## config.mk

```make
export PLATFORM = sky130hd
export DESIGN_NAME = exu_wb_arb
export DESIGN_NICKNAME = d
export VERILOG_FILES = /design/src/rtl/wb_pkg.sv /design/src/rtl/wb_rr_arbiter.sv /design/src/rtl/exu_wb_arb.sv
export SDC_FILE = /design/constraint.sdc
export NUM_CORES = 1
export LEC_CHECK = 0
export ABC_AREA = 1
export CORE_ASPECT_RATIO = 0.7
export CORE_MARGIN = 2
export CORE_UTILIZATION = 34
export DETAILED_ROUTE_END_ITERATION = 16
export PLACE_DENSITY = 0.81
export SETUP_SLACK_MARGIN = 0.05
export SLEW_MARGIN = 20
export SYNTH_ARGS = -nofsm -noshare
export SYNTH_HDL_FRONTEND = slang
export SYNTH_SLANG_ARGS = --single-unit
export TNS_END_PERCENT = 1
```

## constraint.sdc

```tcl
create_clock -name clk -period 2 [get_ports clk]
set_input_delay 0.6 -clock clk [delete_from_list [all_inputs] [get_ports clk]]
set_output_delay 0.6 -clock clk [all_outputs]
set_load 0.01 [all_outputs]
```

## src/rtl/wb_pkg.sv

```systemverilog
// Writeback arbiter package: source enumeration, widths and the result payload.
// Widths come from the codebase-wide defines; fallbacks are provided for
// standalone builds.
`ifndef REG_DATA_WIDTH
`define REG_DATA_WIDTH 32
`endif
`ifndef REG_ADDR_WIDTH
`define REG_ADDR_WIDTH 5
`endif
`ifndef COMMIT_ID_WIDTH
`define COMMIT_ID_WIDTH 6
`endif

package wb_pkg;

  localparam int unsigned WB_NUM_SRC = 4;
  localparam int unsigned WB_SRC_W   = $clog2(WB_NUM_SRC);
  localparam int unsigned WB_DATA_W  = `REG_DATA_WIDTH;
  localparam int unsigned WB_ADDR_W  = `REG_ADDR_WIDTH;
  localparam int unsigned WB_CID_W   = `COMMIT_ID_WIDTH;

  // Source index order; lower value wins under fixed priority.
  typedef enum logic [WB_SRC_W-1:0] {
    SRC_ALU = 2'd0,
    SRC_LSU = 2'd1,
    SRC_MUL = 2'd2,
    SRC_DIV = 2'd3
  } wb_src_e;

  // One execution-unit result.
  typedef struct packed {
    logic [WB_DATA_W-1:0] wdata;
    logic [WB_ADDR_W-1:0] waddr;
    logic [WB_CID_W-1:0]  commit_id;
  } wb_req_t;

endpackage

```

## src/rtl/wb_rr_arbiter.sv

```systemverilog
// One-hot grant generator for the writeback sources.
// Config macro WB_ARB_RR_EN: defined -> round-robin with a pointer register
// that moves past the last winner; undefined -> fixed priority, index 0 highest.
// Ports:
//   clk, rst_n : clock, async active-low reset (pointer only)
//   req_i      : request vector (already gated by hold/reset)
//   gnt_c      : combinational one-hot grant, subset of req_i
module wb_rr_arbiter
  import wb_pkg::*;
(
  input  logic                  clk,
  input  logic                  rst_n,
  input  logic [WB_NUM_SRC-1:0] req_i,
  output logic [WB_NUM_SRC-1:0] gnt_c
);

`ifdef WB_ARB_RR_EN
  logic [WB_SRC_W-1:0] ptr_q;
  logic [WB_SRC_W-1:0] ptr_d;
  logic [WB_SRC_W-1:0] idx;
  logic                found;

  // Scan from the pointer upward, wrapping; the first requester wins.
  always_comb begin
    gnt_c = '0;
    ptr_d = ptr_q;
    idx   = '0;
    found = 1'b0;
    for (int unsigned k = 0; k < WB_NUM_SRC; k++) begin
      idx = WB_SRC_W'((32'(ptr_q) + k) % WB_NUM_SRC);
      if (!found && req_i[idx]) begin
        found      = 1'b1;
        gnt_c[idx] = 1'b1;
        ptr_d      = WB_SRC_W'((32'(idx) + 1) % WB_NUM_SRC);
      end
    end
  end

  // Pointer register; only moves on an actual grant.
  always_ff @(posedge clk or negedge rst_n) begin
    if (!rst_n) ptr_q <= '0;
    else        ptr_q <= ptr_d;
  end
`else
  logic found;
  logic unused_clk_rst;

  // No state in fixed-priority mode.
  assign unused_clk_rst = clk ^ rst_n;

  // Lowest requesting index wins.
  always_comb begin
    gnt_c = '0;
    found = 1'b0;
    for (int unsigned k = 0; k < WB_NUM_SRC; k++) begin
      if (!found && req_i[WB_SRC_W'(k)]) begin
        found                 = 1'b1;
        gnt_c[WB_SRC_W'(k)]   = 1'b1;
      end
    end
  end
`endif

endmodule

```

## src/rtl/exu_wb_arb.sv

```systemverilog
// Writeback arbiter: picks one completed execution-unit result per cycle and
// registers it onto the register-file write port and the retire strobe.
// Config macro WB_ARB_RR_EN selects round-robin (default: fixed priority).
// Ports:
//   clk, rst_n        : clock, async active-low reset
//   src_valid_i       : per-source result valid
//   src_wdata_i       : per-source data, source k at [k*DATA_W +: DATA_W]
//   src_waddr_i       : per-source destination register, packed likewise
//   src_commit_id_i   : per-source commit id, packed likewise
//   src_ready_o       : combinational one-hot grant (the unit's wb_ready)
//   hold_i            : blocks all grants while high
//   reg_we_o          : register-file write enable (suppressed for x0)
//   reg_waddr_o       : write address
//   reg_wdata_o       : write data
//   commit_valid_o    : retire strobe
//   commit_id_o       : retired commit id
module exu_wb_arb
  import wb_pkg::*;
(
  input  logic                           clk,
  input  logic                           rst_n,
  input  logic [WB_NUM_SRC-1:0]          src_valid_i,
  input  logic [WB_NUM_SRC*WB_DATA_W-1:0] src_wdata_i,
  input  logic [WB_NUM_SRC*WB_ADDR_W-1:0] src_waddr_i,
  input  logic [WB_NUM_SRC*WB_CID_W-1:0]  src_commit_id_i,
  output logic [WB_NUM_SRC-1:0]          src_ready_o,
  input  logic                           hold_i,
  output logic                           reg_we_o,
  output logic [WB_ADDR_W-1:0]           reg_waddr_o,
  output logic [WB_DATA_W-1:0]           reg_wdata_o,
  output logic                           commit_valid_o,
  output logic [WB_CID_W-1:0]            commit_id_o
);

  localparam int unsigned NUM_SRC = WB_NUM_SRC;
  localparam int unsigned DATA_W  = WB_DATA_W;
  localparam int unsigned ADDR_W  = WB_ADDR_W;
  localparam int unsigned CID_W   = WB_CID_W;

  logic [NUM_SRC-1:0] req_c;
  logic [NUM_SRC-1:0] gnt_c;
  wb_req_t            src_req [NUM_SRC];
  wb_req_t            sel_c;
  wb_req_t            out_q;
  wb_req_t            out_d;
  logic               we_q;
  logic               we_d;
  logic               cv_q;
  logic               cv_d;

  // Unpack the flat source buses into payload structs.
  always_comb begin
    for (int unsigned k = 0; k < NUM_SRC; k++) begin
      src_req[k].wdata     = src_wdata_i[k*DATA_W +: DATA_W];
      src_req[k].waddr     = src_waddr_i[k*ADDR_W +: ADDR_W];
      src_req[k].commit_id = src_commit_id_i[k*CID_W +: CID_W];
    end
  end

  // Hold and reset both suppress every grant.
  assign req_c = src_valid_i & {NUM_SRC{~hold_i & rst_n}};

  wb_rr_arbiter u_arb (
    .clk   (clk),
    .rst_n (rst_n),
    .req_i (req_c),
    .gnt_c (gnt_c)
  );

  assign src_ready_o = gnt_c;

  // One-hot data mux.
  always_comb begin
    sel_c = '0;
    for (int unsigned k = 0; k < NUM_SRC; k++) begin
      if (gnt_c[WB_SRC_W'(k)]) sel_c = src_req[k];
    end
  end

  // Output stage: strobes pulse per acceptance, payload holds otherwise.
  always_comb begin
    out_d = out_q;
    we_d  = 1'b0;
    cv_d  = 1'b0;
    if (|gnt_c) begin
      out_d = sel_c;
      cv_d  = 1'b1;
      we_d  = (sel_c.waddr != '0);
    end
  end

  always_ff @(posedge clk or negedge rst_n) begin
    if (!rst_n) begin
      out_q <= '0;
      we_q  <= 1'b0;
      cv_q  <= 1'b0;
    end else begin
      out_q <= out_d;
      we_q  <= we_d;
      cv_q  <= cv_d;
    end
  end

  assign reg_we_o       = we_q;
  assign commit_valid_o = cv_q;
  assign reg_waddr_o    = out_q.waddr;
  assign reg_wdata_o    = out_q.wdata;
  assign commit_id_o    = out_q.commit_id;

endmodule

```

======== Word-level counts from Yosys, hierarchy flattened ========
Cells that the tools add are included.
word-level totals
  bits in latches ......................... 0
  memories ................................ 0
  register bits after elaboration ......... 45
  memory bits (read-only) ................. 0
  input port bits ......................... 179
  logic and storage cells ................. 28
  RAM bits ................................ 0
  output and inout bits ................... 49
cells by class
  divide/modulo/power cells ............... 0
  add/subtract/negate cells ............... 0
  muxes and demuxes ....................... 12
  bitwise gates (word level) .............. 3
  reduce and logical (&&, ||, !) cells .... 8
  multiply operators ...................... 0
  $lt $le $gt $ge ......................... 0
  equality and inequality tests ........... 0
  shift operators ......................... 0
operators with widths
  operator           number
  $mux 43            4
  $mux 1             8
  $reduce_bool 5->1  1
  $and 4x4->4        1
  $reduce_or 4->1    1
  $logic_and 1x1->1  3
  $logic_not 1->1    3
  $and 1x1->1        1
  $not 1->1          1

======== Longest topological paths before layout ========
  word-level depth ........................ 16
  depth in mapped cells ................... 10
  mapped depth without buffers ............ 9

======== Cells and area by module ========
Synthesis repeated with hierarchy kept, for this count alone.
unflattened totals
  cell total of the unflattened synthesis .. 385
  area, all modules ....................... 2,820.2 um2
modules (own cells, without submodules)
  module         cells each  area an instance (um2)  instances  seq. area each (um2)
  exu_wb_arb     376         2,782.7                 1          1,126.1
  wb_rr_arbiter  9           37.5                    1          0.0

======== Worst setup path before layout ========
No wires, ideal clock.
  kind .................................... input port to output port
  start ................................... input src_valid_i[0]
  end ..................................... output src_ready_o[3]
  arrival time ............................ 1.294 ns
  cell stages on the path ................. 6
  required time ........................... 1.400 ns
  setup slack ............................. 0.106 ns
  buffers on the path ..................... 1
  cells stage by stage .................... inv_1 > a21oi_4 > nor2_2 > nand2_1 > inv_2 > buf_2
on the way
  cells in the longest elaborated chain, start to end .. 11
RTL lines
  what                 line                 source
  from (decl)          exu_wb_arb.sv:22     input logic [WB_NUM_SRC-1:0] src_valid_i,
  $and 4x4->4 *        exu_wb_arb.sv:61     assign req_c = src_valid_i & {NUM_SRC{~hold_i & rst_n}};
  $mux 1 *             wb_rr_arbiter.sv:56  if (!found && req_i[WB_SRC_W'(k)]) begin
  $logic_not 1->1      wb_rr_arbiter.sv:56
  $logic_and 1x1->1    wb_rr_arbiter.sv:56
  $mux 1 *             wb_rr_arbiter.sv:56
  $logic_not 1->1      wb_rr_arbiter.sv:56
  $logic_and 1x1->1    wb_rr_arbiter.sv:56
  $mux 1 *             wb_rr_arbiter.sv:56
  $logic_not 1->1 *    wb_rr_arbiter.sv:56
  $logic_and 1x1->1 *  wb_rr_arbiter.sv:56
  $mux 1 *             wb_rr_arbiter.sv:56
  to (decl)            exu_wb_arb.sv:26     output logic [WB_NUM_SRC-1:0] src_ready_o,
Mark *: on every way between the ends. The rest lies on a longest branch, timed or not.

======== Final worst setup path ========
  start ................................... input hold_i
  end ..................................... output src_ready_o[3]
on the way
  cells in the longest elaborated chain, start to end .. 13
RTL lines
  what                 line                 source
  from (decl)          exu_wb_arb.sv:27     input logic hold_i,
  $not 1->1 *          exu_wb_arb.sv:61
  $and 1x1->1 *        exu_wb_arb.sv:61
  $and 4x4->4 *        exu_wb_arb.sv:61
  $mux 1               wb_rr_arbiter.sv:56
  $logic_not 1->1      wb_rr_arbiter.sv:56
  $logic_and 1x1->1    wb_rr_arbiter.sv:56
  $mux 1               wb_rr_arbiter.sv:56
  $logic_not 1->1      wb_rr_arbiter.sv:56
  $logic_and 1x1->1    wb_rr_arbiter.sv:56
  $mux 1               wb_rr_arbiter.sv:56
  $logic_not 1->1      wb_rr_arbiter.sv:56
  $logic_and 1x1->1 *  wb_rr_arbiter.sv:56
  $mux 1 *             wb_rr_arbiter.sv:56
Marks and branches as above.

==> results.json <==
{
  "drt_iter0_markers": 122,
  "rr_endpoint": "reg_wdata_o[0]",
  "worst-r2r-cell-count": 2,
  "crit_family": "buffers and inverters",
  "grt_overflow": 0,
  "clock-sinks": 45,
  "synth_top_family_by_area": "simple AND/OR/NAND/NOR gates",
  "finalCriticalPeriod_ns": 1.91,
  "run_status": "completed",
  "critPathCaptureType": "primary output",
  "synth_xor_area_share_pct": 0,
  "arrival_ns": 1.31,
  "cts_buffers": 5,
  "intPower_mw": 2.30,
  "synthDistinctLibCells": 23,
  "synth-simple-area-share_pct": 44.1,
  "drv_slew": 0,
  "die_h_um": 82.9,
  "start_kind": "input pin",
  "reg2reg_setup_slack_ns": 1.32,
  "synthAdderAreaFrac_pct": 0,
  "antenna_found_initial": 0,
  "power_density_nw_per_um2": 564,
  "cts_max_level": 2,
  "dieWidth_um": 117,
  "ys_seq_area_share_pct": 37.3,
  "setup_viol": 0,
  "root_buffer": "clkbuf_16",
  "seqPwrFrac_pct": 36.5,
  "holdBufCountCts": 0,
  "cts_tree": "yes",
  "dr.pass1.iters": 5,
  "syn_avg_cell_area_sq_um": 7.56,
  "area_delta_synth_final_pct": 87.6,
  "comb_power_share_pct": 39.3,
  "yosysTopAreaCell": "dfrtp_1",
  "ir_drop_uv": 422,
  "syn_area_sq_um": 3020,
  "muxShareOfSynthArea_pct": 0,
  "wire_per_inst_um": 14.8,
  "netlist_top_cells_area": "dfrtp_1 (37%), nand2_1 (21%), nand3_2 (10%)",
  "dpl_worst_slack_ns": -0.744,
  "crit_slowest_cell": "a21oi_4",
  "rsz0062_at_grt": "true",
  "worstPathRequired_ns": 1.40,
  "cap_violations": 0,
  "grt_pass1_wl_um": 17500,
  "maxSlewHeadroom_pct": 63.4,
  "fmax_mhz": 523,
  "worst_slack_ns": 0.0867,
  "vias": 3667,
  "crit_buf_inv": 4,
  "synth_top_area_share_pct": 37.3,
  "grt_max_degree": 44,
  "synth.ff_latch_count": 45,
  "critPathMaxStageDelay_ns": 0.17,
  "p_clk_share_pct": 24.2,
  "yosysWarnings": 0,
  "die_area_sq_um": 9670,
  "fin_skew_ns": 0,
  "pin_count": 228,
  "tightestPinTransition_ns": 0.544,
  "clkTransAtPathRegs_ns": 0.06,
  "routabilityCongestion": 0.898,
  "post-route-util_pct": 66.3,
  "worstPathCellList": "buf_2, inv_2, nand2_4, a21oi_4, nor2_4, nand2_2, inv_2, buf_6",
  "diodes": 0,
  "via_per_inst": 4.79,
  "p_sw_uw": 892,
  "grt_pass1_vias": 3733,
  "row_count": 28,
  "r2r-start": "reg_wdata_o[0]",
  "finalPower_mw": 3.20,
  "routed_wl_um": 11300,
  "leakagePower_nw": 2.64,
  "worstPathMaxFanout": 3,
  "drive_gt1_share_pct": 17.2,
  "min_path_type": "input pin to async pin",
  "place_area_sq_um": 5450,
  "drtAntennaViolNets": 0,
  "synth_compound_area_share_pct": 9.64,
  "clkLatencyLatePin_ns": 0.27,
  "start_util_pct": 35.4,
  "fin_area_sq_um": 5670,
  "fin_nets": 823,
  "sw_frac_of_total_pct": 27.9,
  "core_sq_um": 8550,
  "dp_hpwl_um": 8920,
  "syn-num-nets": 579,
  "clockBufferDepth": 2,
  "cpMostUsedCell": "inv_2",
  "portBuffers": 227,
  "critPathKind": "input pin to primary output",
  "fin_crit_sh_pct": 95.7,
  "grt_use_total_pct": 22.7,
  "synthCells": 400,
  "regArea_sq_um": 1130,
  "multi_input_area_sq_um": 1650,
  "drc": 0,
  "fill_cells": 734,
  "hold_violations": 0
}
-- worst reg2reg max path, cell delays in order, from the launching register on --
cell and delay (ns):
dfrtp_1 0.39, nand2_1 0.07, nand3_1 0.09
-- power groups by stage --
stage | combinational, mW | sequential, mW | clock [mW]
after floorplan | 0.340 | 1.25 | 0
after global placement | 1.23 | 1.17 | 0
after detailed placement | 1.25 | 1.18 | 0
after CTS | 1.27 | 1.17 | 0.808
after global routing | 1.36 | 1.19 | 0.854
final | 1.26 | 1.17 | 0.775
-- worst max-delay path by stage --
| stage | end | startpoint | cells after the start |
|---|---|---|---|
| after floorplan | src_ready_o[3] | src_valid_i[0] | 6 |
| after global placement | src_ready_o[3] | hold_i | 8 |
| after detailed placement | src_ready_o[3] | hold_i | 8 |
| after CTS | src_ready_o[2] | src_valid_i[2] | 5 |
| after global routing | reg_we_o | hold_i | 12 |
| final | src_ready_o[3] | hold_i | 8 |
-- logic make-up after synthesis --
family | count (synthesis)
AO/OA/AOI/OAI | 45
buffers and inverters | 39
flip-flops | 45
AND/OR/NAND/NOR | 271
-- registers in the layout, summed over array words and instances, names as in the netlist --
name            cells
reg_we_o            1
commit_id_o         6
reg_wdata_o        32
reg_waddr_o         5
commit_valid_o      1
-- synth_stat cells --
library cell	number
a21o_1	4
nand3b_1	2
o21ai_0	2
nor2_1	4
o21ai_1	26
nand3_1	52
nand2_2	1
buf_4	4
nor2_4	3
nand4_1	7
buf_8	1
a21oi_4	1
nand3_2	31
buf_2	13
dfrtp_1	45
o21ai_2	12
buf_6	2
inv_4	1
nor2_2	3
inv_1	10
inv_2	4
nand2_1	168
buf_12	4
-- placed cells by master, fill, tap and decap left out, drive strengths merged, types with 2 or more instances in the layout --
cell,n
a21o,4
inv,15
nand3b,2
clkinv,2
clkbuf,7
nand4,7
clkdlybuf4s50,217
o21ai,40
clkdlybuf4s15,2
buf,40
nand2,169
dfrtp,45
nand3,83
nor2,10
-- layer usage --
metal	global-route usage (%)	part of all wire, %	up-vias	wire (um)
li1	-	-	1802	-
met1	25.8	39	1679	4400
met2	40.4	49	170	5530
met3	7.23	10	16	1170
met4	6.52	1.9	0	216
met5	0	0	-	0
-- metrics by stage --
step | hold slack [ns] | std cells | TNS (ns)
2_1_floorplan | 0.304 | 400 | 0
3_3_place_gp | 0.460 | 747 | -18.43
3_5_place_dp | 0.469 | 747 | -20.28
4_1_cts | 0.372 | 764 | 0
5_1_grt | 0.384 | 765 | 0
6_report | 0.368 | 765 | 0
-- layout make-up --
type	count	share of cell area (%)
Sequential cell	45	19.9
Timing Repair Buffer	261	45.0
Multi-Input combinational cell	316	29.0
Tap cell	120	2.65
Clock buffer	6	2.27
Clock inverter	2	0.177
Inverter	15	1.04
-- timing repair --
action,in CTS,in global routing
setup buffers,9,1
endpoints found under the setup margin,48,10
gates resized for setup,40,3
endpoints found under the hold margin,0,0
pin swaps,4,4
(Power assumes the default switching activity.)
